--- src/rtl/ffpack_shift_bank_if.sv ---
// rtl/ffpack_shift_bank_if.sv - control, data and status bundle for the shift-register bank
interface ffpack_shift_bank_if #(
    parameter int CHANNELS = 2,
    parameter int DEPTH    = 5
);
    localparam int FW = $clog2(DEPTH + 1);

    logic                      cen;
    logic [CHANNELS-1:0]       chen;
    logic                      ld;
    logic                      dir;
    logic [CHANNELS-1:0]       sin;
    logic [CHANNELS*DEPTH-1:0] pin;
    logic [CHANNELS*DEPTH-1:0] vec;
    logic [CHANNELS-1:0]       sout;
    logic [FW-1:0]             fill;
    logic                      full;

    modport master (
        output cen, chen, ld, dir, sin, pin,
        input  vec, sout, fill, full
    );

    modport slave (
        input  cen, chen, ld, dir, sin, pin,
        output vec, sout, fill, full
    );
endinterface

--- src/rtl/ffpack_shift_bank.sv ---
// rtl/ffpack_shift_bank.sv - bank of parallel-load bidirectional shift registers with saturating fill count
module ffpack_shift_bank #(
    parameter int                 CHANNELS  = 2,
    parameter int                 DEPTH     = 5,
    parameter logic [DEPTH-1:0]   RESET_VAL = '0
) (
    input  logic               clk,
    input  logic               rst,
    ffpack_shift_bank_if.slave bus
);
    localparam int FW = $clog2(DEPTH + 1);
    localparam logic [FW-1:0] FILL_MAX = FW'(DEPTH);

    logic [CHANNELS*DEPTH-1:0] vec_q = {CHANNELS{RESET_VAL}};
    logic [CHANNELS*DEPTH-1:0] vec_d;
    logic [FW-1:0]             fill_q = '0;
    logic [FW-1:0]             fill_d;
    logic                      full_q = 1'b0;
    logic                      full_d;

    always_comb begin
        vec_d  = vec_q;
        fill_d = fill_q;
        if (bus.cen) begin
            if (bus.ld) begin
                vec_d  = bus.pin;
                fill_d = FILL_MAX;
            end else begin
                for (int c = 0; c < CHANNELS; c++) begin
                    if (bus.chen[c]) begin
                        if (bus.dir)
                            vec_d[c*DEPTH +: DEPTH] = {bus.sin[c], vec_q[c*DEPTH+1 +: DEPTH-1]};
                        else
                            vec_d[c*DEPTH +: DEPTH] = {vec_q[c*DEPTH +: DEPTH-1], bus.sin[c]};
                    end
                end
                if (|bus.chen && fill_q != FILL_MAX)
                    fill_d = fill_q + FW'(1);
            end
        end
        // full is registered alongside fill so it never sees a path from the inputs
        full_d = (fill_d == FILL_MAX);
    end

    always_ff @(posedge clk) begin
        if (rst) begin
            vec_q  <= {CHANNELS{RESET_VAL}};
            fill_q <= '0;
            full_q <= 1'b0;
        end else begin
            vec_q  <= vec_d;
            fill_q <= fill_d;
            full_q <= full_d;
        end
    end

    always_comb begin
        bus.sout = '0;
        for (int c = 0; c < CHANNELS; c++)
            bus.sout[c] = bus.dir ? vec_q[c*DEPTH] : vec_q[c*DEPTH + DEPTH - 1];
    end

    assign bus.vec  = vec_q;
    assign bus.fill = fill_q;
    assign bus.full = full_q;
endmodule
--- src/flat_wrapper.sv ---
// flat-port wrapper written by rule: the top's interface ports become plain ports
module ffpack_shift_bank_flat 
#(
    parameter int                 CHANNELS  = 2,
    parameter int                 DEPTH     = 5,
    parameter logic [DEPTH-1:0]   RESET_VAL = '0
)
  (clk, rst, bus_cen, bus_chen, bus_ld, bus_dir, bus_sin, bus_pin, bus_vec, bus_sout, bus_fill, bus_full);
  ffpack_shift_bank_if #(.CHANNELS(CHANNELS), .DEPTH(DEPTH)) bus_i ();
  input  logic clk;
  input  logic rst;
  input wire logic [$bits(bus_i.cen)-1:0] bus_cen;
  input wire logic [$bits(bus_i.chen)-1:0] bus_chen;
  input wire logic [$bits(bus_i.ld)-1:0] bus_ld;
  input wire logic [$bits(bus_i.dir)-1:0] bus_dir;
  input wire logic [$bits(bus_i.sin)-1:0] bus_sin;
  input wire logic [$bits(bus_i.pin)-1:0] bus_pin;
  output wire logic [$bits(bus_i.vec)-1:0] bus_vec;
  output wire logic [$bits(bus_i.sout)-1:0] bus_sout;
  output wire logic [$bits(bus_i.fill)-1:0] bus_fill;
  output wire logic [$bits(bus_i.full)-1:0] bus_full;
  assign bus_i.cen = bus_cen;
  assign bus_i.chen = bus_chen;
  assign bus_i.ld = bus_ld;
  assign bus_i.dir = bus_dir;
  assign bus_i.sin = bus_sin;
  assign bus_i.pin = bus_pin;
  assign bus_vec = bus_i.vec;
  assign bus_sout = bus_i.sout;
  assign bus_fill = bus_i.fill;
  assign bus_full = bus_i.full;
  ffpack_shift_bank #(.CHANNELS(CHANNELS), .DEPTH(DEPTH), .RESET_VAL(RESET_VAL)) u_core (.clk(clk), .rst(rst), .bus(bus_i));
endmodule
--- config.mk ---
export PLATFORM = sky130hd
export DESIGN_NAME = ffpack_shift_bank_flat
export DESIGN_NICKNAME = d
export VERILOG_FILES = /design/src/rtl/ffpack_shift_bank_if.sv /design/src/rtl/ffpack_shift_bank.sv /design/src/flat_wrapper.sv
export SDC_FILE = /design/constraint.sdc
export NUM_CORES = 1
export LEC_CHECK = 0
export BUFFER_PORTS_ARGS = -buffer_cell sky130_fd_sc_hd__buf_2
export CORE_MARGIN = 1.5
export CORE_UTILIZATION = 45
export CTS_CLUSTER_SIZE = 30
export DETAILED_ROUTE_END_ITERATION = 10
export GPL_TIMING_DRIVEN = 0
export PLACE_DENSITY = 0.85
export SLEW_MARGIN = 20
export SYNTH_ARGS = -nofsm -noshare
export SYNTH_HDL_FRONTEND = slang
export SYNTH_SLANG_ARGS = --single-unit
export TNS_END_PERCENT = 100
--- constraint.sdc ---
create_clock -name clk -period 3.77 [get_ports clk]
set_input_delay 0 -clock clk [delete_from_list [all_inputs] [get_ports clk]]
set_output_delay 0 -clock clk [all_outputs]
set_load 0.02 [all_outputs]
==> out/metrics.cfg <==
[outcome]
status=finished clean

[placed_design]
place.gp.congestion=0.793
portBuffers=32
dpl.hpwl_microns=1520

[clock_tree]
clock_sinks=14
cts_tree=yes
path_clk_slew_ps=80
cts_buffer_depth=2
post-cts-setup-buffer-count=0
clockRootBuffer=clkbuf_4
numCtsBuffers=3
insertion_delay_ps=290
cts-htree-levels=1

[worst_setup_path]
reg2reg_depth=6
end_kind=register
crit_type=reg -> reg
cp_max_fo=4
cp_data_required_time_ps=3970
startpoint_type=register
worst_ep_arrival_time_ps=1690

[logic_synthesis]
synth_cell_types=23
synth-seq-cells=14
avgSynthCellArea_sq_um=8.92
netlist_instances=93
syn_nets=114
synth_warnings=0
ys_seq_area_share_pct=33.8
mappedNetlistArea_sq_um=830

[sta]
worst_slew_margin_rel_pct=71.6
worst_slew_pin_slew_ps=425
clock.fmax_ghz=0.671
rsz0062_at_grt=false
period_share_pct=39.5
layout_min_cycle_time_ps=1490
setup_tns_ps=0
skew_ps=4.83
finalHoldViolCount=0
setup_viol=0
holdWs_ps=58.8
drv_slew=0

[route]
firstDrtPassIters=4
drc=0
drt-wirelength-per-cell_microns=13.0
avgViaCountPerCell=5.34
drt-initial-drc-count=19
wl_microns=2020
postRouteAntennaNets=0
dr_total_vias=827

[finish]
antenna_cells=0
layout_commonest_cell=buf_2
fillers=158
drive_gt1_share_pct=36.2
synthToLayoutAreaGrowth_pct=28.7
mostFrequentLayoutCells=buf_2 (34), mux2i_1 (20), dfxtp_1 (14), nand2_1 (11), o21ai_0 (11)
fin_nets=152

[floorplan]
initial_utilization_pct=48.0
placementRows=15
die_h_microns=45.9
core_area_sq_mm=0.00173
dieWidth_microns=45.9
io_pins=35
design.die.area_sq_mm=0.00211

[grt]
grt_max_degree=11
grt_pass1_vias=727
grt_usage_pct=19.8
grt_overflow=0
grt_pass1_wl_microns=3000
grt_antenna_before_repair=0

[power]
ir_worst_vdd_mv=0.225
p_leak_nw=0.555
p_per_area_mw_per_mm2=344

[job]
maxCapViolCount=0

[hold_path]
min_path_cells=5
min_path_type=in -> reg

cell families after synthesis:
logic type	synth area share (%)
buffers and inverters	4.83
xor gates and xnor gates	2.11
and+or+nand+nor	14.2
adders and majority gates	3.02
AOI/OAI and AO/OA	15.2
muxes	26.8
DFF	33.8
cells in the mapped netlist, drive strengths merged:
cell type | instances | share of area, %
a21oi | 3 | 1.8
a221oi | 1 | 1.8
a2bb2oi | 1 | 1.8
a32oi | 1 | 1.1
and3 | 1 | 0.75
buf | 4 | 3.5
clkbuf | 2 | 0.91
dfxtp | 14 | 34
ha | 2 | 3.0
inv | 1 | 0.45
mux2 | 2 | 2.7
mux2i | 20 | 24
nand2 | 12 | 5.7
nand3 | 1 | 0.60
nor2 | 10 | 4.5
nor2b | 2 | 1.5
nor4b | 1 | 1.1
o21ai | 13 | 8.7
xor2 | 2 | 2.1
sequential cells by signal, summed over array words and instances (netlist names):
signal and flops:
u_core.bus.vec 10, u_core.bus.full 1, u_core.bus.fill 3
final timing paths:
path	from	end	slack, ps
worst max register to register	u_core.bus.fill[1]$_SDFF_PP0_	u_core.bus.full$_SDFF_PP0_	2280
worst min register to register	u_core.bus.vec[8]$_SDFFE_PP0P_	u_core.bus.vec[8]$_SDFFE_PP0P_	560
worst max-delay path	u_core.bus.fill[1]$_SDFF_PP0_	u_core.bus.full$_SDFF_PP0_	2280
worst min-delay path	bus_pin[9]	u_core.bus.vec[9]$_SDFFE_PP0P_	60
critical path, stage by stage (launching register included):
cell and delay [ps]:
dfxtp_1 380, inv_1 80, ha_1 190, a2bb2oi_2 210
nand2_2 100, xor2_1 180, a221oi_2 270
per-layer routing:
layer | routed length (microns) | track usage, % | vias to the layer above | part of all wire, %
li1 | - | - | 402 | -
met1 | 841 | 22.3 | 384 | 42
met2 | 1010 | 36.1 | 34 | 50
met3 | 118 | 3.57 | 7 | 5.9
met4 | 46 | 7.43 | 0 | 2.3
met5 | 0 | 0 | - | 0
stage by stage:
stage | util (%) | power [mW] | worst slack, ps | area (sq um) | std cells
floorplan | - | 0.230 | 2290 | 830 | 93
global route | 61.8 | 0.386 | 2180 | 1070 | 155
finish | 61.8 | 0.368 | 2280 | 1070 | 155
detailed placement | 59.1 | 0.261 | 2300 | 1020 | 150
global placement | 59.1 | 0.257 | 2370 | 1020 | 150
CTS | 61.8 | 0.369 | 2280 | 1070 | 155
area by class of cell:
cell class	count	area, sq um	area share, %
multi-input combinational	72	509	47.7
sequential	14	280	26.3
timing repair buffer	33	170	15.9
clock buffer	4	36.3	3.40
buffer	6	36.3	3.40
tap	25	31.3	2.93
inverter	1	3.75	0.352
report_power, final:
| part | leakage (nW) | switching [mW] | internal, mW | total [mW] |
|---|---|---|---|---|
| registers | 0.115 | 0.00994 | 0.157 | 0.167 |
| clock network | 0.0210 | 0.0495 | 0.0589 | 0.108 |
| logic | 0.420 | 0.0521 | 0.0400 | 0.0921 |
timing repair:
item                      CTS  global route
resized for setup           0             0
hold buffers                1             0
hold endpoints to repair    4             0
No activity file was read; power rests on OpenSTA's default activity.
